<file path="src/rtl/tcp_tx_pipe_ctrl.sv">
// Control FSM for tcp_tx_datap: sequences one scheduler TX request through
// parallel state reads, a joined response, datapath store strobes and the outputs.
module tcp_tx_pipe_ctrl #(
  parameter int unsigned CNT_W = 32
) (
  input  logic             clk,
  input  logic             rst,

  input  logic             sched_tx_req_val,
  output logic             tx_sched_req_rdy,

  output logic             tail_rd_req_val,
  input  logic             tail_rd_req_rdy,
  input  logic             tail_rd_resp_val,
  output logic             tail_rd_resp_rdy,

  output logic             curr_tx_rd_req_val,
  input  logic             curr_tx_rd_req_rdy,
  input  logic             curr_tx_rd_resp_val,
  output logic             curr_tx_rd_resp_rdy,

  output logic             rx_rd_req_val,
  input  logic             rx_rd_req_rdy,
  input  logic             rx_rd_resp_val,
  output logic             rx_rd_resp_rdy,

  output logic             tuple_rd_req_val,
  input  logic             tuple_rd_req_rdy,
  input  logic             tuple_rd_resp_val,
  output logic             tuple_rd_resp_rdy,

  output logic             next_tx_state_wr_req_val,
  input  logic             next_tx_state_wr_req_rdy,
  output logic             tx_sched_update_val,
  input  logic             tx_sched_update_rdy,
  output logic             proto_calc_tx_pkt_val,
  input  logic             proto_calc_tx_pkt_rdy,

  input  logic             datap_ctrl_produce_pkt,

  output logic             ctrl_datap_store_flowid,
  output logic             ctrl_datap_store_state,
  output logic             ctrl_datap_store_tuple,
  output logic             ctrl_datap_store_calc,
  output logic             ctrl_datap_store_sched,

  output logic [CNT_W-1:0] tx_pkt_cnt,
  output logic [CNT_W-1:0] tx_nopkt_cnt
);

  localparam int unsigned NUM_RD  = 4;
  localparam int unsigned NUM_OUT = 3;

  typedef enum logic [2:0] {
    ST_IDLE,
    ST_RD_REQ,
    ST_RD_RESP,
    ST_CALC,
    ST_SCHED,
    ST_ISSUE
  } state_e;

  state_e               state_q;
  logic [NUM_RD-1:0]    req_done_q, req_done_d;
  logic [NUM_OUT-1:0]   out_done_q, out_done_d;
  logic                 pkt_pend_q;
  logic [CNT_W-1:0]     tx_pkt_cnt_q, tx_nopkt_cnt_q;

  logic [NUM_RD-1:0]    rd_req_val, rd_req_rdy, rd_resp_val;
  logic [NUM_OUT-1:0]   out_val, out_rdy;
  logic                 all_v;
  logic                 in_rd_req, in_rd_resp, in_issue;

  assign in_rd_req  = (state_q == ST_RD_REQ);
  assign in_rd_resp = (state_q == ST_RD_RESP);
  assign in_issue   = (state_q == ST_ISSUE);

  // Channel vectors: bit 0 tail, 1 curr_tx, 2 rx, 3 tuple
  assign rd_req_rdy  = {tuple_rd_req_rdy, rx_rd_req_rdy, curr_tx_rd_req_rdy, tail_rd_req_rdy};
  assign rd_resp_val = {tuple_rd_resp_val, rx_rd_resp_val, curr_tx_rd_resp_val, tail_rd_resp_val};
  assign rd_req_val  = {NUM_RD{in_rd_req}} & ~req_done_q;
  assign all_v       = &rd_resp_val;

  // Output vectors: bit 0 state write, 1 scheduler update, 2 packet
  assign out_rdy = {proto_calc_tx_pkt_rdy, tx_sched_update_rdy, next_tx_state_wr_req_rdy};
  assign out_val = {NUM_OUT{in_issue}} & ~out_done_q;

  assign req_done_d = req_done_q | (rd_req_val & rd_req_rdy);
  assign out_done_d = out_done_q | (out_val & out_rdy);

  assign tail_rd_req_val    = rd_req_val[0];
  assign curr_tx_rd_req_val = rd_req_val[1];
  assign rx_rd_req_val      = rd_req_val[2];
  assign tuple_rd_req_val   = rd_req_val[3];

  // Join: no response is consumed until all four are present
  assign tail_rd_resp_rdy    = in_rd_resp & all_v;
  assign curr_tx_rd_resp_rdy = in_rd_resp & all_v;
  assign rx_rd_resp_rdy      = in_rd_resp & all_v;
  assign tuple_rd_resp_rdy   = in_rd_resp & all_v;

  assign next_tx_state_wr_req_val = out_val[0];
  assign tx_sched_update_val      = out_val[1];
  assign proto_calc_tx_pkt_val    = out_val[2];

  assign tx_sched_req_rdy        = (state_q == ST_IDLE);
  assign ctrl_datap_store_flowid = (state_q == ST_IDLE) & sched_tx_req_val;
  assign ctrl_datap_store_state  = in_rd_resp & all_v;
  assign ctrl_datap_store_tuple  = in_rd_resp & all_v;
  assign ctrl_datap_store_calc   = (state_q == ST_CALC);
  assign ctrl_datap_store_sched  = (state_q == ST_SCHED);

  assign tx_pkt_cnt   = tx_pkt_cnt_q;
  assign tx_nopkt_cnt = tx_nopkt_cnt_q;

  // Sequencer and bookkeeping
  always_ff @(posedge clk or negedge rst) begin
    if (!rst) begin
      state_q        <= ST_IDLE;
      req_done_q     <= '0;
      out_done_q     <= '0;
      pkt_pend_q     <= 1'b0;
      tx_pkt_cnt_q   <= '0;
      tx_nopkt_cnt_q <= '0;
    end else begin
      if (out_val[2] && out_rdy[2]) begin
        tx_pkt_cnt_q <= tx_pkt_cnt_q + CNT_W'(1);
      end
      case (state_q)
        ST_IDLE: begin
          if (sched_tx_req_val) begin
            req_done_q <= '0;
            state_q    <= ST_RD_REQ;
          end
        end
        ST_RD_REQ: begin
          req_done_q <= req_done_d;
          if (&req_done_d) begin
            state_q <= ST_RD_RESP;
          end
        end
        ST_RD_RESP: begin
          if (all_v) begin
            state_q <= ST_CALC;
          end
        end
        ST_CALC: begin
          state_q <= ST_SCHED;
        end
        ST_SCHED: begin
          // A flow with nothing to send has its packet pre-marked as done
          pkt_pend_q <= datap_ctrl_produce_pkt;
          out_done_q <= {~datap_ctrl_produce_pkt, 2'b00};
          state_q    <= ST_ISSUE;
        end
        ST_ISSUE: begin
          out_done_q <= out_done_d;
          if (&out_done_d) begin
            state_q <= ST_IDLE;
            if (!pkt_pend_q) begin
              tx_nopkt_cnt_q <= tx_nopkt_cnt_q + CNT_W'(1);
            end
          end
        end
        default: begin
          state_q <= ST_IDLE;
        end
      endcase
    end
  end

endmodule

</file>
<file path="config.mk">
export PLATFORM = sky130hd
export DESIGN_NAME = tcp_tx_pipe_ctrl
export DESIGN_NICKNAME = d
export VERILOG_FILES = /design/src/rtl/tcp_tx_pipe_ctrl.sv
export SDC_FILE = /design/constraint.sdc
export NUM_CORES = 1
export LEC_CHECK = 0
export CAP_MARGIN = 20
export CORE_UTILIZATION = 53
export DETAILED_ROUTE_END_ITERATION = 10
export PLACE_DENSITY = 0.95
export SYNTH_ARGS = -nofsm -noshare
export SYNTH_HDL_FRONTEND = slang
export SYNTH_SLANG_ARGS = --single-unit
</file>
<file path="constraint.sdc">
create_clock -name clk -period 3 [get_ports clk]
set_input_delay 0.45 -clock clk [delete_from_list [all_inputs] [get_ports clk]]
set_output_delay 0.45 -clock clk [all_outputs]
set_load 0.05 [all_outputs]
</file>
# Yosys cells after proc, flatten, opt, wreduce, memory -nomap -nowiden

Cells that the tools add are included.

Register bits: 75
Input port bits: 15
Word-level logic and storage cells: 47

Add/subtract/negate cells: 2
Equal/unequal tests: 9
Multiplexer cells: 8
Bitwise gates (word level): 12
Reductions and logical operators: 10

Operator list:

| cell                    | count |
|---|---|
| $add A32 B1 Y32 const B | 2 |
| $pmux W3 S6             | 1 |
| $mux W3                 | 4 |
| $reduce_and A4 Y1       | 3 |
| $and A4 B4 Y4           | 2 |
| $pmux W4 S2             | 1 |
| $and A3 B3 Y3           | 2 |
| $eq A3 B2 Y1 const B    | 2 |
| $eq A3 B3 Y1 const B    | 2 |
| $pmux W3 S2             | 1 |
| $reduce_and A5 Y1       | 1 |
| $mux W4                 | 1 |
| $ne A2 B1 Y1 const B    | 2 |
| $ne A2 B2 Y1 const B    | 2 |
| $not A4 Y4              | 1 |
| $or A4 B4 Y4            | 1 |
| $reduce_bool A2 Y1      | 2 |
| $eq A3 B1 Y1 const B    | 1 |
| $logic_not A3 Y1        | 1 |
| $not A3 Y3              | 1 |
| $or A3 B3 Y3            | 1 |
| $reduce_and A3 Y1       | 1 |
| $and A1 B1 Y1           | 2 |
| $not A1 Y1              | 2 |
| 2 further kinds         | 2 |

# Longest topological paths before layout

Depth after elaboration: 7
Gate-level depth with buffers: 6
Gate-level depth less buffers: 5

# Least setup slack after synthesis

No wires, ideal clock.

Path type: reg-to-output
Start: register state_q[2]
End: output port ctrl_datap_store_tuple
Arrival time: 3.176 ns
Data required time: 2.550 ns
Setup slack: -0.626 ns
Stages on the path, launching flop included: 4
Path through: dfrtp_1 clkbuf_1 nor4b_1 buf_4

Longest elaborated chain between the ends: 2

Ends and longest elaborated chain:

| element                | line | text |
|---|---|---|
| from (decl)            | 63   | `state_e state_q;` |
| from (signal assigned) | 119  | `state_q <= ST_IDLE;` |
| from (signal assigned) | 133  | `state_q <= ST_RD_REQ;` |
| from (signal assigned) | 139  | `state_q <= ST_RD_RESP;` |
| $eq A3 B2 Y1           | 75   | `assign in_rd_resp = (state_q == ST_RD_RESP);` |
| $and A1 B1 Y1          | --   |  |
| to (decl)              | 43   | `output logic ctrl_datap_store_tuple,` |

No other way between the ends.

# Final worst setup path

Start: register state_q[0]
End: output port tuple_rd_req_val

Longest elaborated chain between the ends: 2

Ends and longest elaborated chain:

| element       | line | text |
|---|---|---|
| $eq A3 B1 Y1  | 74   | `assign in_rd_req = (state_q == ST_RD_REQ);` |
| $and A4 B4 Y4 | 81   | `assign rd_req_val = {NUM_RD{in_rd_req}} & ~req_done_q;` |
| to (decl)     | 27   | `output logic tuple_rd_req_val,` |

No other way between the ends.

==> flow_metrics.py <==
metrics = {
    "placement": {
        "routabilityCongestion": 0.837,
        "hpwl_um": 6060,
        "place_inst": 501,
        "place_area_mm2": 0.00465,
        "portBuffers": 95,
    },
    "clock_network": {
        "cts_max_level": 3,
        "root_buffer": "clkbuf_8",
        "cts_made_buffers": 9,
        "clockBufferDepth": 2,
        "clk_latency_ps": 340,
        "cts-hold-fix-buffers": 0,
        "post-cts-setup-buffer-count": 0,
        "path_clk_slew_ps": 70,
        "ctsResizeCount": 0,
        "cts_tree": "built",
        "cts_sinks": 75,
    },
    "critical_path": {
        "startpoint_type": "flop",
        "timing.rr.end": "tx_nopkt_cnt[29]",
        "worstSetupEndpointType": "primary output",
        "path_class": "reg2out",
        "rrSetupSlack_ps": 800,
        "r2r_start": "state_q[0]",
        "critPathMaxFanout": 14,
        "arrival_ps": 2440,
        "r2r_cells": 4,
        "worstPathRequired_ps": 2550,
    },
    "worst_hold_path": {
        "hold_path_class": "in2async",
    },
    "logic_synthesis": {
        "avgSynthCellArea_um2": 10.7,
        "ys_async_sr_fraction_pct": 100,
        "synth_commonest_cells": "dfrtp_1, xnor2_1, nand4_1, nand3_1",
        "synth_edf_count": 0,
        "ys_warn_count": 0,
        "ys_ff_latch": 75,
        "synth_ff_type": "dfrtp_1",
        "syn_nets": 358,
        "synth.largest_area_cell": "dfrtp_1",
        "yosys-top-cells-area": "dfrtp_1, xnor2_1, nand4_1",
        "syn_area_mm2": 0.00366,
        "synthCells": 341,
        "yosysMostFrequentCell": "dfrtp_1",
        "seq_area_frac_synth_pct": 51.3,
        "synth_top_area_share_pct": 51.3,
        "synth.distinct_cells": 42,
    },
    "finish": {
        "drive_gt1_share_pct": 8.64,
        "layout.cells.non_filler": 517,
        "antennaDiodeCount": 0,
        "nFillCells": 435,
        "stdcell_area_mm2": 0.00484,
        "multi_input_area_mm2": 0.00170,
        "ff_latch_area_mm2": 0.00188,
        "syn_to_final_growth_pct": 32.4,
        "final_nets": 452,
    },
    "route": {
        "drtAntennaViolNets": 0,
        "detail_route.vias_per_cell": 5.93,
        "drc_errors": 0,
        "wl_per_cell_um": 16.3,
        "drtPass1Iterations": 4,
        "vias": 3064,
        "drt_wl_total_um": 8430,
        "drtIter0Drc": 156,
    },
    "sta": {
        "hold_viol": 0,
        "setup_viol": 0,
        "max_freq_ghz": 0.346,
        "holdWs_ps": 229,
        "fin_setup_tns_ps": 0,
        "finalCriticalPeriod_ps": 2890,
        "fin_skew_ps": 6.57,
        "maxSlewViolCount": 0,
        "slew_headroom_pct": 40.4,
        "worst_pin_slew_ps": 895,
        "fin_crit_sh_pct": 96.2,
        "rsz0062_at_grt": "no",
    },
    "grt": {
        "gr-total-overflow": 0,
        "grt_max_degree": 40,
        "grt_pass1_vias": 2932,
        "antenna_found_initial": 0,
        "grt_first_pass_wirelength_um": 14000,
        "track_usage_pct": 24.8,
    },
    "die": {
        "die_h_um": 85.1,
        "dieWidth_um": 85.1,
        "num_rows": 29,
        "design.die.area_mm2": 0.00724,
        "start_util_pct": 56.3,
        "ios": 96,
        "core_mm2": 0.00649,
    },
    "power": {
        "p_leak_uw": 0.00201,
        "power_density_mw_per_mm2": 602,
        "ir_worst_vdd_v": 0.000707,
    },
    "job": {
        "maxCapViolCount": 0,
    },
    "run_status": {
        "status": "completed",
    },
}
-- registers in the layout (all words and copies together) (netlist names) --
signal        cells
tx_nopkt_cnt     32
req_done_q        4
pkt_pend_q        1
tx_pkt_cnt       32
out_done_q        3
state_q           3
-- report_power, final --
| part | internal (uW) | total [uW] | leakage (uW) | switching (uW) |
|---|---|---|---|---|
| Sequential | 1110 | 1280 | 0.00102 | 173 |
| Combinational | 311 | 876 | 0.000888 | 564 |
| Clock | 403 | 756 | 0.0000991 | 353 |
-- how the worst max path moves through the flow --
stage / endpoint / depth (start not counted) / from / slack (ps)
4_1_cts: tuple_rd_req_val / 3 / state_q[0] / 120
2_1_floorplan: ctrl_datap_store_flowid / 4 / state_q[2] / 20
3_5_place_dp: tx_pkt_cnt[28] / 5 / proto_calc_tx_pkt_rdy / 500
5_1_grt: ctrl_datap_store_sched / 3 / state_q[2] / 5
6_report: tuple_rd_req_val / 3 / state_q[0] / 110
3_3_place_gp: curr_tx_rd_req_val / 3 / state_q[0] / 550
-- through the flow --
stage / worst slack [ps] / total power, uW / util (%)
2_1_floorplan: 18.0 / 1870 / -
3_3_place_gp: 553 / 2130 / 71.6
3_5_place_dp: 496 / 2160 / 71.6
4_1_cts: 122 / 2920 / 74.6
5_1_grt: 4.93 / 3050 / 74.6
6_report: 113 / 2910 / 74.6
-- area by class of cell --
class	instances	area share, %
clock inverter	5	1.08
multi-input combinational	247	35.0
timing repair buffer	98	19.9
inverter	4	0.310
sequential	75	38.7
clock buffer	11	2.92
tap	77	1.99
-- placed cells by master (no fill, tap or decap), types with 2 or more instances in the layout --
cell type / n
nor2_1: 21
nor4b_2: 2
dfrtp_1: 75
o22ai_1: 5
nand2_1: 21
nand4_1: 36
clkdlybuf4s50_1: 88
inv_1: 4
and3_1: 9
nand3_1: 27
nand2b_1: 3
o21ai_0: 4
ha_1: 2
nand4b_1: 2
nor4_2: 3
nor4_4: 2
and4_1: 2
clkinv_2: 3
clkbuf_8: 10
and4bb_1: 2
xnor2_1: 53
nor3_2: 2
nor3_1: 10
nor4_1: 2
a21oi_1: 9
and2_1: 6
xor2_1: 9
buf_4: 8
nor3b_1: 2
-- critical path, stage by stage, from the launching register on --
cell	delay [ps]
dfrtp_1	620
or3b_2	540
nor2_1	120
clkdlybuf4s50_1	810
-- layer usage --
metal	track usage, %	wire length, um	vias to the layer above
met4	10.2	102	0
met2	40.8	4260	137
li1	-	-	1406
met5	0	0	-
met1	31.8	3500	1510
met3	5.64	570	11
-- cell families after synthesis --
kind of cell,share of synthesized area [%]
compound gates,4.04
buf+inv,2.53
xor+xnor,14.8
fa+ha+maj,0.684
flops,51.3
mux,0.308
simple gates,26.3
(Power assumes the default switching activity.)
